**src/rtl/vga_scan_gen_pkg.sv**
```systemverilog
// Shared VGA timing defaults, colour types and colour helpers for the scan generator.
package vga_scan_gen_pkg;

  // Default 640x480 @ 60 Hz timing (25 MHz pixel clock)
  localparam int unsigned VGA_H_VISIBLE = 640;
  localparam int unsigned VGA_H_FRONT   = 16;
  localparam int unsigned VGA_H_SYNC    = 96;
  localparam int unsigned VGA_H_BACK    = 48;
  localparam int unsigned VGA_V_VISIBLE = 480;
  localparam int unsigned VGA_V_FRONT   = 10;
  localparam int unsigned VGA_V_SYNC    = 2;
  localparam int unsigned VGA_V_BACK    = 33;
  localparam int unsigned VGA_PIPE_LAT  = 2;

  localparam int unsigned COORD_W  = 11;
  localparam int unsigned COORD_MAX = (1 << COORD_W) - 1;

  localparam logic [7:0] COLOR_DEFAULT = 8'h00;

  typedef struct packed {
    logic [2:0] r;
    logic [2:0] g;
    logic [1:0] b;
  } rgb332_t;

  typedef struct packed {
    logic [3:0] r;
    logic [3:0] g;
    logic [3:0] b;
  } rgb444_t;

  typedef struct packed {
    logic visible;
    logic hsync;
    logic vsync;
  } scan_ctl_t;

  localparam scan_ctl_t CTL_IDLE = '{visible: 1'b0, hsync: 1'b1, vsync: 1'b1};

  // Widen by repeating the MSB so full-scale 3-bit values reach 4'hF.
  function automatic rgb444_t expand_rgb332(input rgb332_t c);
    rgb444_t o;
    o.r = {c.r, c.r[2]};
    o.g = {c.g, c.g[2]};
    o.b = {c.b, c.b};
    return o;
  endfunction

  function automatic rgb332_t bar_color(input logic [2:0] idx);
    rgb332_t c;
    case (idx)
      3'd0:    c = 8'hFF;  // white
      3'd1:    c = 8'hFC;  // yellow
      3'd2:    c = 8'h1F;  // cyan
      3'd3:    c = 8'h1C;  // green
      3'd4:    c = 8'hE3;  // magenta
      3'd5:    c = 8'hE0;  // red
      3'd6:    c = 8'h03;  // blue
      default: c = 8'h00;  // black
    endcase
    return c;
  endfunction

endpackage

```
**src/rtl/vga_scan_gen_sync_delay.sv**
```systemverilog
// Fixed-depth shift register with a programmable reset value; DEPTH=0 is a wire.
module sync_delay #(
  parameter int unsigned          DEPTH     = 1,
  parameter int unsigned          WIDTH     = 1,
  parameter logic [WIDTH-1:0]     RESET_VAL = '0
) (
  input  logic             clk,
  input  logic             reset,
  input  logic [WIDTH-1:0] din,
  output logic [WIDTH-1:0] dout
);

  generate
    if (DEPTH == 0) begin : g_bypass
      logic unused_ctl;
      assign unused_ctl = clk ^ reset;
      assign dout = din;
    end else begin : g_shift
      logic [WIDTH-1:0] stage_reg [DEPTH];

      always_ff @(posedge clk) begin
        if (reset) begin
          for (int i = 0; i < DEPTH; i++) stage_reg[i] <= RESET_VAL;
        end else begin
          stage_reg[0] <= din;
          for (int i = 1; i < DEPTH; i++) stage_reg[i] <= stage_reg[i-1];
        end
      end

      assign dout = stage_reg[DEPTH-1];
    end
  endgenerate

endmodule

```
**src/rtl/vga_scan_gen.sv**
```systemverilog
// VGA scan generator: pixel counters, raw syncs, latency-matched colour/sync outputs.
// Define VGA_TEST_PATTERN_EN to replace RGBIn with an internal 8-bar colour pattern.
module vga_scan_gen
  import vga_scan_gen_pkg::*;
#(
  parameter int unsigned H_VISIBLE = VGA_H_VISIBLE,
  parameter int unsigned H_FRONT   = VGA_H_FRONT,
  parameter int unsigned H_SYNC    = VGA_H_SYNC,
  parameter int unsigned H_BACK    = VGA_H_BACK,
  parameter int unsigned V_VISIBLE = VGA_V_VISIBLE,
  parameter int unsigned V_FRONT   = VGA_V_FRONT,
  parameter int unsigned V_SYNC    = VGA_V_SYNC,
  parameter int unsigned V_BACK    = VGA_V_BACK,
  parameter int unsigned PIPE_LAT  = VGA_PIPE_LAT
) (
  input  logic        clk,
  input  logic        reset,
  input  logic [7:0]  RGBIn,
  output logic [10:0] pixelX,
  output logic [10:0] pixelY,
  output logic        visible,
  output logic        startOfFrame,
  output logic [3:0]  red,
  output logic [3:0]  green,
  output logic [3:0]  blue,
  output logic        hSync,
  output logic        vSync
);

  localparam int unsigned H_TOTAL = H_VISIBLE + H_FRONT + H_SYNC + H_BACK;
  localparam int unsigned V_TOTAL = V_VISIBLE + V_FRONT + V_SYNC + V_BACK;

  localparam logic [10:0] H_LAST   = 11'(H_TOTAL - 1);
  localparam logic [10:0] V_LAST   = 11'(V_TOTAL - 1);
  localparam logic [10:0] H_VIS_END = 11'(H_VISIBLE);
  localparam logic [10:0] V_VIS_END = 11'(V_VISIBLE);
  localparam logic [10:0] HS_START = 11'(H_VISIBLE + H_FRONT);
  localparam logic [10:0] HS_END   = 11'(H_VISIBLE + H_FRONT + H_SYNC);
  localparam logic [10:0] VS_START = 11'(V_VISIBLE + V_FRONT);
  localparam logic [10:0] VS_END   = 11'(V_VISIBLE + V_FRONT + V_SYNC);

  if (H_TOTAL > COORD_MAX || V_TOTAL > COORD_MAX) begin : g_bad_total
    $error("vga_scan_gen: H_TOTAL/V_TOTAL must not exceed 2047");
  end
  if (PIPE_LAT > 7) begin : g_bad_lat
    $error("vga_scan_gen: PIPE_LAT must be in 0..7");
  end

  // ---------------- counters ----------------
  logic [10:0] x_reg, x_next;
  logic [10:0] y_reg, y_next;

  always_comb begin
    x_next = x_reg + 11'd1;
    y_next = y_reg;
    if (x_reg == H_LAST) begin
      x_next = '0;
      y_next = (y_reg == V_LAST) ? 11'd0 : y_reg + 11'd1;
    end
  end

  always_ff @(posedge clk) begin
    if (reset) begin
      x_reg <= '0;
      y_reg <= '0;
    end else begin
      x_reg <= x_next;
      y_reg <= y_next;
    end
  end

  assign pixelX  = x_reg;
  assign pixelY  = y_reg;
  assign visible = (x_reg < H_VIS_END) && (y_reg < V_VIS_END);
  // Gated by reset so the pulse only appears once the counters are live.
  assign startOfFrame = (x_reg == 11'd0) && (y_reg == 11'd0) && !reset;

  // ---------------- raw sync and alignment ----------------
  scan_ctl_t ctl_raw;
  scan_ctl_t ctl_dly;

  always_comb begin
    ctl_raw.visible = visible;
    ctl_raw.hsync   = !((x_reg >= HS_START) && (x_reg < HS_END));
    ctl_raw.vsync   = !((y_reg >= VS_START) && (y_reg < VS_END));
  end

  sync_delay #(
    .DEPTH     (PIPE_LAT),
    .WIDTH     (3),
    .RESET_VAL (CTL_IDLE)
  ) u_ctl_delay (
    .clk   (clk),
    .reset (reset),
    .din   (ctl_raw),
    .dout  (ctl_dly)
  );

  // ---------------- colour source ----------------
  rgb332_t pix_color;

`ifdef VGA_TEST_PATTERN_EN
  localparam int unsigned BAR_W = H_VISIBLE / 8;

  logic [6:0] bar_ge;
  logic [2:0] bar_idx;
  rgb332_t    bar_src;
  logic       unused_rgb;

  // Thermometer of bar boundaries; its popcount is the bar index.
  for (genvar gi = 1; gi < 8; gi++) begin : g_bar_edge
    assign bar_ge[gi-1] = (x_reg >= 11'(gi * BAR_W));
  end

  assign bar_idx    = 3'($countones(bar_ge));
  assign bar_src    = bar_color(bar_idx);
  assign unused_rgb = ^RGBIn;

  // Pattern is generated from the live counters, so it must take the same
  // delay the renderers impose on RGBIn.
  sync_delay #(
    .DEPTH     (PIPE_LAT),
    .WIDTH     (8),
    .RESET_VAL (COLOR_DEFAULT)
  ) u_bar_delay (
    .clk   (clk),
    .reset (reset),
    .din   (bar_src),
    .dout  (pix_color)
  );
`else
  assign pix_color = RGBIn;
`endif

  // ---------------- output register ----------------
  rgb444_t color_reg, color_next;
  logic    hsync_reg;
  logic    vsync_reg;

  always_comb begin
    color_next = expand_rgb332(COLOR_DEFAULT);
    if (ctl_dly.visible) color_next = expand_rgb332(pix_color);
  end

  always_ff @(posedge clk) begin
    if (reset) begin
      color_reg <= '0;
      hsync_reg <= 1'b1;
      vsync_reg <= 1'b1;
    end else begin
      color_reg <= color_next;
      hsync_reg <= ctl_dly.hsync;
      vsync_reg <= ctl_dly.vsync;
    end
  end

  assign red   = color_reg.r;
  assign green = color_reg.g;
  assign blue  = color_reg.b;
  assign hSync = hsync_reg;
  assign vSync = vsync_reg;

endmodule
```
**config.mk**
```make
export PLATFORM = sky130hd
export DESIGN_NAME = vga_scan_gen
export DESIGN_NICKNAME = d
export VERILOG_FILES = /design/src/rtl/vga_scan_gen_pkg.sv /design/src/rtl/vga_scan_gen_sync_delay.sv /design/src/rtl/vga_scan_gen.sv
export SDC_FILE = /design/constraint.sdc
export NUM_CORES = 1
export LEC_CHECK = 0
export ABC_AREA = 0
export BUFFER_PORTS_ARGS = -buffer_cell sky130_fd_sc_hd__buf_2
export CORE_MARGIN = 2
export CORE_UTILIZATION = 51
export CTS_CLUSTER_DIAMETER = 120
export CTS_CLUSTER_SIZE = 20
export DETAILED_ROUTE_END_ITERATION = 10
export GPL_ROUTABILITY_DRIVEN = 0
export PLACE_DENSITY_LB_ADDON = 0.2
export SETUP_SLACK_MARGIN = 0.4
export SKIP_CTS_REPAIR_TIMING = 1
export SLEW_MARGIN = 25
export SYNTH_ARGS = -nofsm -noshare
export SYNTH_HDL_FRONTEND = slang
export SYNTH_HIERARCHICAL = 1
export SYNTH_SLANG_ARGS = --single-unit
```
**constraint.sdc**
```tcl
create_clock -name clk -period 2.09 [get_ports clk]
set_input_delay 0.209 -clock clk [delete_from_list [all_inputs] [get_ports clk]]
set_output_delay 0.209 -clock clk [all_outputs]
set_load 0.05 [all_outputs]
```
======== Word level (Yosys, flattened, before mapping) ========
Memories as Yosys holds them, arrays and structs flattened.
Index checks and enable logic that the tools add are counted.
W data, S select, Z words.
operators by class
  muxes and demuxes ....................... 6
  bitwise logic cells ..................... 3
  add/subtract/negate cells ............... 2
  magnitude comparators ................... 6
  reduce and logical (&&, ||, !) cells .... 12
  eq/ne operators ......................... 2
operator list
  operator                 number
  $add A11 B1 Y11 const B  2
  $eq A11 B10 Y1 const B   2
  $logic_not A11 Y1        2
  $lt A11 B10 Y1 const B   2
  $lt A11 B9 Y1 const B    2
  $ge A11 B10 Y1 const B   1
  $ge A11 B9 Y1 const B    1
  $mux W11                 1
  $mux W3                  2
  $logic_and A1 B1 Y1      5
  $reduce_or A2 Y1         2
  $logic_not A1 Y1         3
  $mux W1                  3
  $or A1 B1 Y1             2
  $not A1 Y1               1
word-level totals
  bits in writable memories ............... 6
  word-level logic and storage cells ...... 39
  memories ................................ 1
  bits in registers ....................... 36
memory list
  name                           depth  bits a word  rd ports  clocked after memory_dff  write ports  line                           text
  u_ctl_delay.g_shift.stage_reg  2      3            2         0                         2            vga_scan_gen_sync_delay.sv:19  logic [WIDTH-1:0] stage_reg [DEPTH];

======== Longest topological paths before layout ========
Gate-level depths: netlist of run 1.
  word-level depth ........................ 4
  gate-level depth with buffers ........... 7
  gate-level depth less buffers ........... 6

======== Hierarchy ========
Netlist of run 1, hierarchy kept.
by module, submodules not included
  module        area an instance (um2)  times used  cells an instance
  vga_scan_gen  1526.5                  1           165
  sync_delay    180.2                   1           15

======== Least setup slack after synthesis of run 1 ========
No wires, ideal clock.
  path kind ............................... register to output
  start point ............................. register x_reg[0] (netlist: pixelX[0])
  end point ............................... output port startOfFrame
  cell stages (with the launch flop) ...... 5
  arrival ................................. 2.832 ns
  buffers on the path ..................... 0
  data required time ...................... 1.881 ns
  slack ................................... -0.951 ns
  cells stage by stage .................... dfxtp_1 -> inv_1 -> ha_1 -> or4b_2 -> nor4_1
on the way
  cells in the longest elaborated chain, start to end .. 3
RTL lines
  element                           line                text
  start: declaration                vga_scan_gen.sv:50  logic [10:0] x_reg, x_next;
  start signal: assignment          vga_scan_gen.sv:67  x_reg <= x_next;
  $logic_not A11 Y1                 vga_scan_gen.sv:76  assign startOfFrame = (x_reg == 11'd0) && (y_reg == 11'd0) && !reset;
  $logic_and A1 B1 Y1 (2 in a row)  vga_scan_gen.sv:76
  end: declaration                  vga_scan_gen.sv:22  output logic startOfFrame,
No other way between the ends.

======== Worst setup path in the final report of run 1 ========
Same ends and word-level chain as after synthesis.

==> qor.csv, run 1 <==
metric,value,unit
slew_violations,0,
peakVddDrop,0.440,mV
wl,3290,um
synthSimpleGateAreaFrac,32.0,%
hold_depth,2,
placement.io_buffers,47,
final_nets,238,
finalHoldViolCount,0,
htreeDepth,2,
grt.total_usage,18.5,%
skew,0.0142,ns
reg2reg_slack,0.33,ns
rows,21,
synthAdderAreaFrac,2.93,%
setup_slack,0.150,ns
cts_tree,yes,
crit_path_max_fanout,6,
ys_seq_area_share,44.6,%
synth_compound_area_share,5.50,%
reg2reg_to,pixelY[7],
yosys_warnings,6,
tns,0,ns
rr_worst_depth,5,
yosysMostFrequentCell,dfxtp_1,
grt_pass1_vias,1170,
ys_async_sr_fraction,0,%
instances_no_fill,271,
syn-cell-area,1710,um^2
powerDensity,721,nW/um^2
min_to,red[0],
synth-edff-count,0,
syn-num-nets,194,
die_h,61.8,um
drt_iter0_markers,56,
ys_ff_latch,38,
antenna_left,0,
synthCells,180,
timing.rr.start,pixelX[0],
wl_per_cell,12.2,um
synth_flop_cell,dfxtp_1,
clkTransAtPathRegs,0.12,ns
grt_antenna_before_repair,0,
final_core_util,63.8,%
synth_top_area_share,44.6,%
die-area,3820,um^2
critPathLaunchType,register,
clock-sinks,38,
pin_count,48,
cellLeakagePower,0.901,nW
crit_arrival,1.73,ns
syn2layout_area_growth,22.9,%
synth.area.mux_share,0.587,%
ys_types,39,
die_w,61.8,um
synth.cells.most_frequent,"dfxtp_1 (38), nor2_1 (20), nand4_1 (11)",
finalCritPeriodShare,92.8,%
clockBufferDepth,2,
coreArea,3280,um^2
cts_buffers,5,
dpl.hpwl,2440,um
start_util,52.0,%
vias,1400,
cts_root_buf,clkbuf_4,
grt_max_degree,16,
overflow,0,
final_layout_size_suffix_gt1_share,43.1,%
drcViolationCount,0,
hold_class,input pin to register,
synth_area_leaders,"dfxtp_1 (45%), nor2_1 (4.4%), nand4_1 (4.0%)",
endpoint_kind,primary output,
n_fill_cell,280,
hold_path_startpoint,RGBIn[7],
postSynthAreaPerCell,9.48,um^2
post-route-min-period,1.94,ns
diodes,0,
worstSetupPathType,register to primary output,
rsz0062_at_grt,true,
vias_per_cell,5.17,
synth_top_family_by_area,simple AND/OR/NAND/NOR gates,
synth_xor_area_share,6.67,%
drtPass1Iterations,4,
drv_cap,0,
worstSkewPairLatency,0.34,ns
place_ws,0.187,ns
slew-limit-headroom,76.0,%
hold_slack,0.0650,ns
max_freq,516,MHz
place_inst,262,
grt_pass1_wl,5050,um
setup_viol,0,
status,completed,
required,1.88,ns
yosysTopAreaCell,dfxtp_1,
worst_pin_slew,0.359,ns
cell usage in the layout, fill, tap and decap left out, types with 3 or more instances in the layout:
master / synthesis / final
a21oi_1: 6 / 6
and2_1: 9 / 9
and3_1: 3 / 3
buf_2: 0 / 45
buf_4: 7 / 3
clkbuf_4: 0 / 6
dfxtp_1: 38 / 16
dfxtp_2: 0 / 20
ha_1: 4 / 4
inv_1: 5 / 3
nand2_1: 10 / 10
nand3_1: 4 / 4
nand4_1: 11 / 11
nor2_1: 20 / 20
nor2b_1: 5 / 5
nor3_1: 3 / 3
o31ai_1: 4 / 4
or2_1: 4 / 4
or4_1: 5 / 5
xnor2_1: 6 / 6
xor2_1: 7 / 7
report_power, final:
part           leakage, nW  switching [W]  total, W  internal (W)
registers            0.320      0.0000128  0.000750      0.000737
clock network       0.0585       0.000233  0.000638      0.000405
logic                0.523      0.0000838  0.000125     0.0000409
total                0.901       0.000329   0.00151       0.00118
area by class of cell:
type,count,area (um^2),area share [%]
flip-flops and latches,38,793,37.8
clock inverters,2,60.1,2.86
repair buffers,50,267,12.7
clock buffers,6,51.3,2.45
well taps,46,57.6,2.74
multi-input cells,124,850,40.5
inverters,5,18.8,0.895
worst max-delay path by stage:
stage,start,end,slack [ns],depth (start not counted)
6_report,pixelX[0],startOfFrame,0.15,5
5_1_grt,pixelX[0],startOfFrame,0.07,5
4_1_cts,pixelX[0],startOfFrame,0.04,5
3_5_place_dp,pixelX[0],pixelY[5],0.19,6
3_3_place_gp,pixelX[0],pixelY[10],0.26,5
2_1_floorplan,pixelX[0],startOfFrame,0.30,4
layer usage:
layer,vias up,global-route usage (%),part of all wire (%)
li1,701,-,-
met1,649,23.8,46
met2,46,27.2,48
met3,4,8.49,4.8
met4,0,6.69,1.0
met5,-,0,0
metrics by stage:
stage / power, W / area [um^2]
3_3_place_gp: 0.000887 / 1970
6_report: 0.00151 / 2100
5_1_grt: 0.00158 / 2100
2_1_floorplan: 0.000862 / 1760
3_5_place_dp: 0.000890 / 1970
4_1_cts: 0.00153 / 2080
critical path, cell delays in order (launching register included):
cell and delay (ns):
dfxtp_4 0.38, inv_2 0.04, ha_1 0.14, or4b_4 0.47, nor4_4 0.16, buf_6 0.20
kinds of logic after synthesis:
| kind of cell | Yosys count |
|---|---|
| simple gates | 91 |
| flops | 38 |
| buf+inv | 18 |
| compound gates | 15 |
| xor+xnor | 13 |
| fa+ha+maj | 4 |
| mux | 1 |
(Power assumes the default switching activity.)
==> inputs of run 2 (changes only) <==
--- a/config.mk
+++ b/config.mk
@@ -7,7 +7,6 @@
 export LEC_CHECK = 0
 export ABC_AREA = 0
 export BUFFER_PORTS_ARGS = -buffer_cell sky130_fd_sc_hd__buf_2
-export CORE_MARGIN = 2
 export CORE_UTILIZATION = 51
 export CTS_CLUSTER_DIAMETER = 120
 export CTS_CLUSTER_SIZE = 20
==> run 2 against run 1 <==
Against the previous run:
- via count is 1.3% higher
- flip-flop and latch count is the same
- setup slack worse by 0.022 ns
- register-to-register slack barely moved
- total power shrank 15%
- first-iteration DRC count shrank 29%
- clock power down 37%
- fmax down 1.1%
- critical path depth did not move
- non-clock buffer count up 4
- die area decreased by 6.4%
- final cell count grew 0.74%
- largest cell class unchanged
- highest routed layer unchanged
==> qor.csv, run 2 (synthesis results as in run 1) <==
metric,value,unit,change
status,completed,,
die_h,59.8,um,-3.2%
grt_max_degree,17,,+1
rows,20,,-4.8%
tns,0,ns,unchanged
final_nets,242,,+1.7%
hold_class,input pin to register,,
hold_depth,2,,unchanged
antenna_left,0,,unchanged
regArea,793,um^2,unchanged
coreArea,3100,um^2,-5.5%
cts_root_buf,clkbuf_4,,
endpoint_kind,primary output,,
slowest_delay,0.47,ns,about the same
vias_per_cell,5.19,,+0.54%
slew_violations,0,,unchanged
path_cells,inv_2 > ha_1 > or4b_4 > nor4_4 > buf_6,,
peakVddDrop,0.346,mV,-21%
crit_path_max_fanout,6,,unchanged
hold_slack,0.0574,ns,-0.00761 ns
final_layout_size_suffix_gt1_share,44.5,%,+1.4 points
worstSetupPathType,register to primary output,,
grt_pass1_vias,1149,,-1.8%
reg2reg_to,pixelY[10],,
crit_arrival,1.75,ns,+0.02 ns
critPathLaunchType,register,,
powerDensity,616,nW/um^2,-15%
pin_count,48,,unchanged
drcViolationCount,0,,unchanged
die-area,3580,um^2,-6.4%
hold_path_startpoint,RGBIn[1],,
path_delay_family,simple AND/OR/NAND/NOR gates,,
clock-sinks,38,,unchanged
min_to,blue[1],,
die_w,59.8,um,-3.2%
htreeDepth,2,,unchanged
grt_pass1_wl,5390,um,+6.7%
drt_iter0_markers,40,,-29%
grt.total_usage,20.8,%,+2.3 points
rsz0062_at_grt,true,,
finalHoldViolCount,0,,unchanged
path_buf_inv,2,,unchanged
wl_per_cell,12.9,um,+6.2%
clkTransAtPathRegs,0.11,ns,about the same
start_util,55.0,%,+3.0 points
n_fill_cell,277,,-1.1%
power,0.00128,W,-15%
cts_tree,yes,,
cts_buffers,5,,unchanged
timing.rr.start,pixelX[0],,
finalCritPeriodShare,93.9,%,+1.0 points
diodes,0,,unchanged
placement.io_buffers,47,,unchanged
drtPass1Iterations,4,,unchanged
rr_worst_depth,5,,unchanged
dpl.hpwl,2550,um,+4.6%
wl,3530,um,+7.0%
critPathSlowestCell,or4b_4,,
layout_commonest_cell,buf_2,,
reg2reg_slack,0.32,ns,about the same
post-route-min-period,1.96,ns,+0.0217 ns
drv_cap,0,,unchanged
vias,1418,,+1.3%
setup_slack,0.129,ns,-0.0217 ns
skew,0.00475,ns,-0.00945 ns
grt_antenna_before_repair,0,,unchanged
multi_input_area,852,um^2,+0.29%
clockBufferDepth,2,,unchanged
slew-limit-headroom,74.6,%,-1.4 points
worstSkewPairLatency,0.35,ns,about the same
required,1.88,ns,about the same
cellLeakagePower,0.896,nW,-0.59%
final_core_util,67.0,%,+3.2 points
overflow,0,,unchanged
layout_common_cells,"buf_2 (45), nor2_1 (20), dfxtp_2 (20)",,
setup_viol,0,,unchanged
worst_pin_slew,0.380,ns,+0.0213 ns
syn2layout_area_growth,21.8,%,
max_freq,510,MHz,-1.1%
place_ws,0.269,ns,+0.0819 ns
-- run 2: cell count changes in the layout (fill, tap and decap cells not counted) --
cell        change
nor2b_2         +1
nor2b_1         -1
clkinvlp_4      +1
buf_4           +4
bufinv_16       -2
clkinv_2        +1
-- run 2: layout make-up --
cell class	instances	share of cell area, %
Clock buffer	6	2.47
Clock inverter	2	0.602
Inverter	5	0.903
Multi-Input combinational cell	124	41.0
Sequential cell	38	38.1
Tap cell	44	2.65
Timing Repair Buffer	54	14.3
-- run 2: stage by stage --
stage / instance area [um^2] / cells
floorplan: 1760 / 180
global placement: 1960 / 260
detailed placement: 1960 / 260
CTS: 2030 / 268
global route: 2080 / 273
finish: 2080 / 273
-- run 2: worst max path at each step --
stage,start,endpoint,slack (ns),depth (start not counted)
after detailed placement,pixelX[0],pixelY[8],0.27,5
after global routing,pixelY[0],startOfFrame,0.05,6
after floorplan,pixelX[0],startOfFrame,0.30,4
after CTS,pixelX[0],startOfFrame,0.04,5
after global placement,pixelX[0],pixelY[10],0.34,5
final,pixelX[0],startOfFrame,0.13,5
-- run 2: power breakdown --
| group | switching [W] | internal (W) | total, W |
|---|---|---|---|
| Sequential | 0.0000129 | 0.000737 | 0.000750 |
| Combinational | 0.0000851 | 0.0000409 | 0.000126 |
| Clock | 0.000244 | 0.000162 | 0.000405 |
-- run 2: per-layer routing --
| metal | part of all wire (%) | track usage, % | vias to the layer above | routed length, um |
|---|---|---|---|---|
| met5 | 0 | 0 | - | 0 |
| met4 | 1.7 | 7.97 | 0 | 59 |
| met3 | 5.3 | 8.01 | 7 | 186 |
| met2 | 48 | 31.1 | 37 | 1700 |
| met1 | 45 | 26.9 | 661 | 1580 |
| li1 | - | - | 713 | - |
==> inputs of run 3 (changes only) <==
--- a/config.mk
+++ b/config.mk
@@ -7,7 +7,7 @@
 export LEC_CHECK = 0
 export ABC_AREA = 0
 export BUFFER_PORTS_ARGS = -buffer_cell sky130_fd_sc_hd__buf_2
-export CORE_UTILIZATION = 51
+export CORE_UTILIZATION = 46
 export CTS_CLUSTER_DIAMETER = 120
 export CTS_CLUSTER_SIZE = 20
 export DETAILED_ROUTE_END_ITERATION = 10
==> constraint.sdc (replaced) <==
create_clock -name clk -period 1.7 [get_ports clk]
set_input_delay 0.17 -clock clk [delete_from_list [all_inputs] [get_ports clk]]
set_output_delay 0.17 -clock clk [all_outputs]
set_load 0.05 [all_outputs]
==> run 3 against run 2 <==
Against the previous run:
- the run now ends with setup timing left
- total power grew 51%
- combinational power grew 50%
- critical path depth grew 1
- die area grew 11%
- setup slack lost 0.30 ns
- non-clock buffer count grew 12
- via count grew 12%
- highest routed layer unchanged
- flip-flop and latch count is the same
- clock skew grew 0.0041 ns
- largest power group unchanged
==> qor.csv, run 3 (synthesis results as in run 1) <==
metric,value,unit,change
status,"finished, violations left",,
violations,setup timing,,
path_buf_inv,2,,unchanged
endpoint_kind,primary output,,
slew-limit-headroom,77.0,%,+2.4 points
clkTransAtPathRegs,0.07,ns,-0.04 ns
cts_root_buf,clkbuf_8,,
crit_path_max_fanout,5,,-1
worst_pin_slew,0.345,ns,-0.0355 ns
powerDensity,790,nW/um^2,+28%
grt_antenna_before_repair,0,,unchanged
cp.depth,6,,+1
drv_cap,0,,unchanged
htreeDepth,2,,unchanged
rr_worst_depth,6,,+1
drtPass1Iterations,6,,+2
finalCritPeriodShare,110,%,
start_util,49.6,%,-5.4 points
rsz0062_at_grt,true,,
drt_iter0_markers,67,,+68%
overflow,0,,unchanged
layout_commonest_cell,buf_2,,
rows,21,,+5.0%
critPathSlowestCell,dfxtp_2,,
path_cells,inv_1 > ha_1 > nor2b_2 > nand2_1 > nor4_4 > buf_6,,
cts_buffers,5,,unchanged
grt_pass1_vias,1379,,+20%
vias_per_cell,5.49,,+5.8%
cellLeakagePower,1.01,nW,+13%
layout_common_cells,"buf_2 (44), dfxtp_1 (16), buf_4 (15)",,
skew,0.00889,ns,+0.00415 ns
antenna_left,0,,unchanged
hold_path_startpoint,RGBIn[5],,
reg2reg_to,pixelY[8],,
setup_viol,4,,+4
drcViolationCount,0,,unchanged
tns,-0.385,ns,-0.385 ns
coreArea,3440,um^2,+11%
final_nets,256,,+5.8%
timing.rr.start,pixelX[0],,
setup_slack,-0.174,ns,-0.303 ns
grt_max_degree,16,,-1
pin_count,48,,unchanged
worstSkewPairLatency,0.30,ns,-0.05 ns
n_fill_cell,253,,-8.7%
grt_pass1_wl,6050,um,+12%
crit_arrival,1.70,ns,-0.05 ns
endpoint,startOfFrame,,
finalHoldViolCount,0,,unchanged
placed_area,2040,um^2,+3.8%
finalInstanceArea,2440,um^2,+18%
final_layout_size_suffix_gt1_share,57.6,%,+13 points
hold_slack,0.0722,ns,+0.0148 ns
vias,1588,,+12%
die-area,3960,um^2,+11%
regArea,811,um^2,+2.2%
dpl.hpwl,2670,um,+4.4%
placement.io_buffers,47,,unchanged
clockBufferDepth,2,,unchanged
worstSetupPathType,register to primary output,,
multi_input_area,1010,um^2,+19%
reg2reg_slack,-0.15,ns,-0.47 ns
slew_violations,0,,unchanged
wl_per_cell,16.2,um,+25%
syn2layout_area_growth,43.3,%,
required,1.53,ns,-0.35 ns
peakVddDrop,0.442,mV,+28%
max_freq,533,MHz,
hold_class,input pin to register,,
die_w,62.9,um,+5.1%
slowest_delay,0.35,ns,-0.12 ns
grt.total_usage,19.8,%,-1.0 points
clock-sinks,38,,unchanged
post-route-min-period,1.87,ns,
cts_tree,yes,,
path_delay_family,simple AND/OR/NAND/NOR gates,,
startpoint,pixelY[0],,
die_h,62.9,um,+5.1%
critPathLaunchType,register,,
diodes,0,,unchanged
wl,4680,um,+33%
run 3: changes by cell type in the layout (fill, tap and decap cells not counted), sizes merged:
cell,change
o21bai,+1
clkbuf,+1
buf,+13
nand3,+1
clkinv,-1
clkinvlp,-1
run 3: where the power goes:
part | leakage (nW) | total, W | switching, W | internal, W
combinational | 0.624 | 0.000189 | 0.000123 | 0.0000662
clock | 0.0678 | 0.000835 | 0.000327 | 0.000507
sequential | 0.322 | 0.000908 | 0.0000135 | 0.000895
run 3: cell type report:
| type | instances | area share, % |
|---|---|---|
| multi-input cells | 126 | 41.3 |
| flip-flops and latches | 38 | 33.2 |
| repair buffers | 66 | 17.0 |
| clock buffers | 8 | 5.42 |
| well taps | 46 | 2.35 |
| inverters | 5 | 0.768 |
run 3: worst min path at each step:
stage                                                to  cells after the start
floorplan           u_ctl_delay/g_shift.stage_reg[0][2]                      1
global placement                               green[1]                      2
detailed placement                             green[1]                      2
CTS                                            green[1]                      2
global route                                     red[1]                      2
finish                                           red[1]                      2
run 3: layer usage:
layer / routed length, um / up-vias / global-route usage (%) / share of wire [%]
li1: - / 743 / - / -
met1: 1950 / 776 / 22.2 / 42
met2: 2370 / 59 / 33.2 / 51
met3: 281 / 10 / 6.20 / 6.0
met4: 82 / 0 / 10.2 / 1.8
met5: 0 / - / 0 / 0
run 3: per-stage QoR:
| step | worst slack (ns) | power (W) | util (%) | instances |
|---|---|---|---|---|
| floorplan | -0.0567 | 0.00106 | - | 180 |
| global placement | 0.0946 | 0.00109 | 59.2 | 265 |
| detailed placement | 0.0500 | 0.00110 | 59.2 | 265 |
| CTS | -0.237 | 0.00192 | 63.1 | 273 |
| global route | -0.230 | 0.00200 | 71.0 | 289 |
| finish | -0.174 | 0.00193 | 71.0 | 289 |
